<file path="src/rtl/mem_arbiter.sv">
// mem_arbiter: serialises inst/data requests onto a byte-wide memory.
// Define MEM_ARBITER_RR_EN for round-robin on simultaneous requests.
module mem_arbiter #(
  parameter int ADDR_WIDTH = 17,
  parameter int LEN        = 32
) (
  input  logic                  clk,
  input  logic                  rst_n,
  input  logic                  inst_req,
  input  logic [ADDR_WIDTH-1:0] inst_addr,
  output logic [LEN-1:0]        inst_rdata,
  output logic                  inst_done,
  input  logic                  data_req,
  input  logic                  data_we,
  input  logic [1:0]            data_size,
  input  logic [ADDR_WIDTH-1:0] data_addr,
  input  logic [LEN-1:0]        data_wdata,
  output logic [LEN-1:0]        data_rdata,
  output logic                  data_done,
  output logic                  mem_en,
  output logic                  mem_we,
  output logic [ADDR_WIDTH-1:0] mem_addr,
  output logic [7:0]            mem_wdata,
  input  logic [7:0]            mem_rdata
);

  typedef enum logic [1:0] {
    IDLE,
    XFER,
    DONE
  } state_e;

  state_e                state_q, state_d;
  logic [2:0]            cnt_q, cnt_d;
  logic [2:0]            n_q, n_d;
  logic [ADDR_WIDTH-1:0] addr_q, addr_d;
  logic                  we_q, we_d;
  logic                  src_q, src_d;
  logic [LEN-1:0]        wdata_q, wdata_d;
  logic [LEN-1:0]        asm_q, asm_d;
  logic [LEN-1:0]        inst_rdata_q, inst_rdata_d;
  logic [LEN-1:0]        data_rdata_q, data_rdata_d;
  logic                  inst_done_q, inst_done_d;
  logic                  data_done_q, data_done_d;
  logic                  mem_en_q, mem_en_d;
  logic                  mem_we_q, mem_we_d;
  logic [ADDR_WIDTH-1:0] mem_addr_q, mem_addr_d;
  logic [7:0]            mem_wdata_q, mem_wdata_d;
  logic                  pick_data;
  logic [2:0]            cnt_m1;
  logic [2:0]            n_m1;

  assign cnt_m1 = cnt_q - 3'd1;
  assign n_m1   = n_q - 3'd1;

  function automatic logic [2:0] size_bytes(input logic [1:0] s);
    unique case (s)
      2'b00:   return 3'd1;
      2'b01:   return 3'd2;
      default: return 3'd4;
    endcase
  endfunction

`ifdef MEM_ARBITER_RR_EN
  logic last_q, last_d;

  assign pick_data = data_req & (~inst_req | ~last_q);
  assign last_d    = (state_q == IDLE && (inst_req || data_req))
                   ? pick_data : last_q;

  // Last-grant flag: 1 = data won the previous grant.
  always_ff @(posedge clk or negedge rst_n) begin
    if (!rst_n) last_q <= 1'b0;
    else        last_q <= last_d;
  end
`else
  assign pick_data = data_req;
`endif

  // Next-state, byte sequencing and registered-output decode.
  always_comb begin
    state_d      = state_q;
    cnt_d        = cnt_q;
    n_d          = n_q;
    addr_d       = addr_q;
    we_d         = we_q;
    src_d        = src_q;
    wdata_d      = wdata_q;
    asm_d        = asm_q;
    inst_rdata_d = inst_rdata_q;
    data_rdata_d = data_rdata_q;
    inst_done_d  = 1'b0;
    data_done_d  = 1'b0;
    mem_en_d     = 1'b0;
    mem_we_d     = 1'b0;
    mem_addr_d   = '0;
    mem_wdata_d  = '0;
    unique case (state_q)
      IDLE: begin
        if (inst_req || data_req) begin
          state_d     = XFER;
          cnt_d       = '0;
          src_d       = pick_data;
          we_d        = pick_data & data_we;
          addr_d      = pick_data ? data_addr : inst_addr;
          wdata_d     = pick_data ? data_wdata : '0;
          n_d         = pick_data ? size_bytes(data_size) : 3'd4;
          asm_d       = '0;
          mem_en_d    = 1'b1;
          mem_we_d    = we_d;
          mem_addr_d  = addr_d;
          mem_wdata_d = we_d ? wdata_d[7:0] : 8'h00;
        end
      end
      XFER: begin
        if (cnt_q != 3'd0 && !we_q)
          asm_d[{cnt_m1[1:0], 3'b000} +: 8] = mem_rdata;
        if (cnt_q == n_m1) begin
          state_d = DONE;
        end else begin
          cnt_d       = cnt_q + 3'd1;
          mem_en_d    = 1'b1;
          mem_we_d    = we_q;
          mem_addr_d  = addr_q + ADDR_WIDTH'(cnt_d);
          mem_wdata_d = we_q ? wdata_q[{cnt_d[1:0], 3'b000} +: 8]
                             : 8'h00;
        end
      end
      DONE: begin
        state_d = IDLE;
        if (!we_q)
          asm_d[{n_m1[1:0], 3'b000} +: 8] = mem_rdata;
        if (src_q) begin
          data_done_d = 1'b1;
          if (!we_q) data_rdata_d = asm_d;
        end else begin
          inst_done_d  = 1'b1;
          inst_rdata_d = asm_d;
        end
      end
      default: state_d = IDLE;
    endcase
  end

  // State and output registers; reset aborts any transfer in flight.
  always_ff @(posedge clk or negedge rst_n) begin
    if (!rst_n) begin
      state_q      <= IDLE;
      cnt_q        <= '0;
      n_q          <= '0;
      addr_q       <= '0;
      we_q         <= 1'b0;
      src_q        <= 1'b0;
      wdata_q      <= '0;
      asm_q        <= '0;
      inst_rdata_q <= '0;
      data_rdata_q <= '0;
      inst_done_q  <= 1'b0;
      data_done_q  <= 1'b0;
      mem_en_q     <= 1'b0;
      mem_we_q     <= 1'b0;
      mem_addr_q   <= '0;
      mem_wdata_q  <= '0;
    end else begin
      state_q      <= state_d;
      cnt_q        <= cnt_d;
      n_q          <= n_d;
      addr_q       <= addr_d;
      we_q         <= we_d;
      src_q        <= src_d;
      wdata_q      <= wdata_d;
      asm_q        <= asm_d;
      inst_rdata_q <= inst_rdata_d;
      data_rdata_q <= data_rdata_d;
      inst_done_q  <= inst_done_d;
      data_done_q  <= data_done_d;
      mem_en_q     <= mem_en_d;
      mem_we_q     <= mem_we_d;
      mem_addr_q   <= mem_addr_d;
      mem_wdata_q  <= mem_wdata_d;
    end
  end

  assign inst_rdata = inst_rdata_q;
  assign inst_done  = inst_done_q;
  assign data_rdata = data_rdata_q;
  assign data_done  = data_done_q;
  assign mem_en     = mem_en_q;
  assign mem_we     = mem_we_q;
  assign mem_addr   = mem_addr_q;
  assign mem_wdata  = mem_wdata_q;

endmodule

</file>
<file path="config.mk">
export PLATFORM = sky130hd
export DESIGN_NAME = mem_arbiter
export DESIGN_NICKNAME = d
export VERILOG_FILES = /design/src/rtl/mem_arbiter.sv
export SDC_FILE = /design/constraint.sdc
export NUM_CORES = 1
export LEC_CHECK = 0
export CAP_MARGIN = 25
export CELL_PAD_IN_SITES_DETAIL_PLACEMENT = 0
export CELL_PAD_IN_SITES_GLOBAL_PLACEMENT = 1
export CORE_ASPECT_RATIO = 1.25
export CORE_MARGIN = 3
export CORE_UTILIZATION = 40
export DETAILED_ROUTE_END_ITERATION = 7
export PLACE_DENSITY_LB_ADDON = 0.1
export SLEW_MARGIN = 30
export SYNTH_ARGS = -nofsm -noshare
export SYNTH_HDL_FRONTEND = slang
export SYNTH_SLANG_ARGS = --single-unit
</file>
<file path="constraint.sdc">
create_clock -name clk -period 6.8 [get_ports clk]
set_input_delay 1.36 -clock clk [delete_from_list [all_inputs] [get_ports clk]]
set_output_delay 1.36 -clock clk [all_outputs]
set_load 0.01 [all_outputs]
</file>
==> impl_summary.txt <==
----------------------------------------------------
[Outcome]
  Result of the run ... completed

[Routing]
  Overall routed net length ... ~23000 um
  Count of TritonRoute iterations in the first routing pass ... 5
  Routed wirelength normalized by instance count ... 18.9 um
  DRC violation count after routing ... 0
  Via density ... roughly 5.6
  Vias after detailed routing ... ~6800
  First DRT Iteration DRCs ... about 480
  ANT nets after route ... 0

[Global route]
  Vias in the first global route ... about 7000
  Antenna violations before repair ... 0
  Pin count of the biggest net entering global routing ... roughly 130
  Total overflow reported by the global router ... 0
  First-pass GRT wire length ... about 37000 um
  GRT Total Usage ... about a fifth

[Clock network]
  CTS buffer count ... 17
  Hold buffers post-CTS ... 0
  # Post-CTS Setup Buffers ... 0
  Clock latency reported for the late side of the worst-skew pair ... between 0.4 and 0.5 ns
  Clock slew at the register clock pins of the worst setup and hold paths ... ~0.070 ns
  Count of cells resized by post-cts repair ... 0
  H-tree levels ... 4
  Clock root buffer ... clkbuf_16
  Clock tree from TritonCTS ... done
  Maximum clock insertion buffer count ... 2
  Clk sinks ... around 180

[Yosys]
  Post-synth EDFFs ... 0
  Mapped Cells ... 794
  Synthesized area per cell ... approximately 11 um2
  Number of unique standard cell types used by synthesis ... 66
  Fraction of the yosys area taken by sequential cells ... 53.0%
  Syn_nets ... 893
  Most instantiated flip-flop cell in the synthesis netlist ... dfrtp_1
  Async set or reset register ratio after synthesis ... between 90% and 100%
  Post-synthesis instance area ... just under 9000 um2
  Post-synthesis register bit count ... between 150 and 200
  Synth warn ... 0

[Die]
  Horizontal extent of the die ... about 140 um
  Number of core rows ... around 60
  Die outline area ... approximately 24000 um2
  Starting utilization of the core area ... between 40% and 50%
  Placeable core region ... 21100 um2
  Die span in y ... 171 um
  Boundary Pins ... approximately 170

[Worst hold path]
  Tightest Hold Check Type ... reg2reg

[Setup path]
  Slowest CP cell ... nand3_1
  Critical path cell sequence ... clkdlybuf4s50_1 -> buf_4 -> nor2_1 -> nand2_1 -> nand3_1 -> a221o_1
  Kind of capture point of the worst setup path ... flip-flop
  Setup CP Type ... in2reg
  Launching element type of the critical path ... input pin
  Required time of the critical path ... approximately 7.1 ns
  Crit path buffers/inverters ... 2
  Worst EP arrival ... ~3.6 ns
  Family with the most delay on the worst path ... simple AND/OR/NAND/NOR gates
  Critical Path Max Stage Delay ... 0.59 ns
  Critical Path Fanout Max ... 23

[Timing]
  Tmin final ... around 3.3 ns
  Number of endpoints with negative hold slack in the final report ... 0
  Pin slew with the least headroom to its limit ... 0.920 ns
  Max Fclk ... around 300 MHz
  Setup skew after layout ... 0.0129 ns
  Count of pins over their slew limit ... 0
  Setup repair after global routing missed its margin ... no
  Final Worst Setup Slack ... between 3 and 4 ns
  Worst relative slew slack ... between 30% and 40%
  Tcrit/Tclk final ... between 40% and 50%
  Final setup TNS ... 0 ns
  Final-layout worst hold slack ... slightly below 0.5 ns
  Total of endpoints with negative setup slack in the final report ... 0

[Placed design]
  Port Buf Inserts ... 173
  Number of cells after detailed placement ... between 1000 and 1500
  DPL Wire Length ... roughly 16000 um
  RePlAce Congestion ... 0.790
  Worst setup timing slack at the placement stage ... between 2 and 3 ns

[Final layout]
  Final Non-Filler Cells ... roughly 1200
  Most common library cell in the layout ignoring fill and taps ... dfrtp_1
  Antenna diodes ... 0
  Commonest cells after routing, fill and taps aside ... 183 x dfrtp_1, 172 x clkdlybuf4s50_1, 90 x nand2_1
  Fraction of final layout cells sized beyond drive strength 1 ... between 6 and 7%
  Number of nets in the final layout ... roughly 1000
  Layout-stage area growth over the synthesis result ... 28.3%
  Layout Utilization ... 52.8%

[Pwr]
  Max VDD drop ... 0.000257 V
  Power per cell area ... ~430 nW/um2
  Leakage power of the design ... ~4.8 nW

[Run]
  Count of max-cap constraint violations ... 0

----------------------------------------------------
==> worst register-to-register path: stages (launching register included) <==
cell,delay (ns)
dfrtp_2,0.71
inv_1,0.18
ha_1,0.80
fa_1,0.34
a21oi_1,0.16
nor4b_1,0.53
a21boi_0,0.17
a211o_1,0.31
==> cell usage after synthesis, types with 2 or more instances <==
library cell	count	area share, %
nand2_1	90	3.9
a21o_1	12	1.0
nor3_1	5	0.29
mux4_2	8	2.1
mux2i_1	17	2.0
o31ai_1	2	0.17
dfrtp_1	184	53
nand2b_1	6	0.43
o32ai_1	8	0.81
buf_6	4	0.52
xnor2_1	12	1.2
clkbuf_1	47	2.0
o21ai_0	76	4.4
ha_1	17	2.4
a221o_1	16	1.8
and2_1	3	0.22
inv_1	29	1.3
nor4_4	3	0.73
or3_1	2	0.14
and3_1	2	0.14
buf_4	3	0.26
nand3_1	5	0.29
nor2_1	15	0.65
nor4bb_1	2	0.23
a22oi_1	33	2.9
o21ai_1	5	0.29
nor4_1	15	1.1
a31oi_1	4	0.29
a22o_1	57	5.7
buf_2	13	0.75
nand4_1	4	0.29
a32o_1	9	1.0
nor4b_1	2	0.20
nor2b_1	21	1.5
o22ai_1	10	0.72
a21oi_1	23	1.3
==> routing by layer <==
metal / wire (um) / up-vias / global-route usage [%]
met5: 0 / - / 0
met4: 597 / 0 / 7.00
met3: 1170 / 34 / 3.65
met2: 11400 / 229 / 33.4
met1: 9660 / 3371 / 25.7
li1: - / 3175 / -
==> flip-flops by register name, indices dropped and copies added (netlist names) <==
name / flops
asm_q: 32
mem_en: 1
data_rdata: 32
n_q: 3
we_q: 1
data_done: 1
inst_rdata: 32
state_q: 2
addr_q: 17
src_q: 1
mem_we: 1
mem_wdata: 8
wdata_q: 32
mem_addr: 17
cnt_q: 3
inst_done: 1
==> power breakdown <==
part	total (mW)	switching, mW	internal (mW)	leakage (nW)
Clock	0.964	0.468	0.496	0.279
Sequential	1.75	0.291	1.46	2.44
Combinational	2.05	1.11	0.937	2.05
Total	4.76	1.87	2.89	4.77
==> final cells by class <==
class | instances | area, um2
Clock buffer | 18 | 439
Clock inverter | 13 | 133
Fill cell | 1912 | 9960
Inverter | 29 | 109
Multi-Input combinational cell | 512 | 3700
Sequential cell | 184 | 4610
Tap cell | 274 | 343
Timing Repair Buffer | 179 | 1820
==> final timing paths <==
| path | slack, ns | startpoint | cells past startpoint | to |
|---|---|---|---|---|
| hold / removal | 0.48 | data_rdata[27]$_DFFE_PN0P_ | 2 | data_rdata[27]$_DFFE_PN0P_ |
| hold reg to reg | 0.48 | data_rdata[27]$_DFFE_PN0P_ | 2 | data_rdata[27]$_DFFE_PN0P_ |
| setup / recovery | 3.48 | data_req | 6 | asm_q[9]$_DFFE_PN0P_ |
| min in group asynchronous | 0.84 | rst_n | 1 | inst_done$_DFF_PN0_ |
| setup reg to reg | 3.50 | cnt_q[0]$_DFFE_PN0P_ | 7 | mem_addr[12]$_DFF_PN0_ |
| max in group asynchronous | 4.84 | rst_n | 2 | asm_q[5]$_DFFE_PN0P_ |
==> cells by family (layout without fill, tap and decap cells) <==
group,Yosys count,count (layout),synth area share [%]
AO/OA/AOI/OAI,270,270,22.5
AND/OR/NAND/NOR,185,185,11.4
flip-flops,184,184,53.0
buffers and inverters,98,239,4.91
multiplexers,25,25,4.03
adder cells (fa/ha/maj),18,18,2.68
XOR/XNOR,14,14,1.58
==> per-stage QoR <==
stage / power [mW] / instance area, um2
global route: 5.09 / 11200
global placement: 3.74 / 10500
floorplan: 3.02 / 8690
CTS: 4.79 / 11100
detailed placement: 3.81 / 10500
finish: 4.76 / 11200
(Power assumes the default switching activity.)
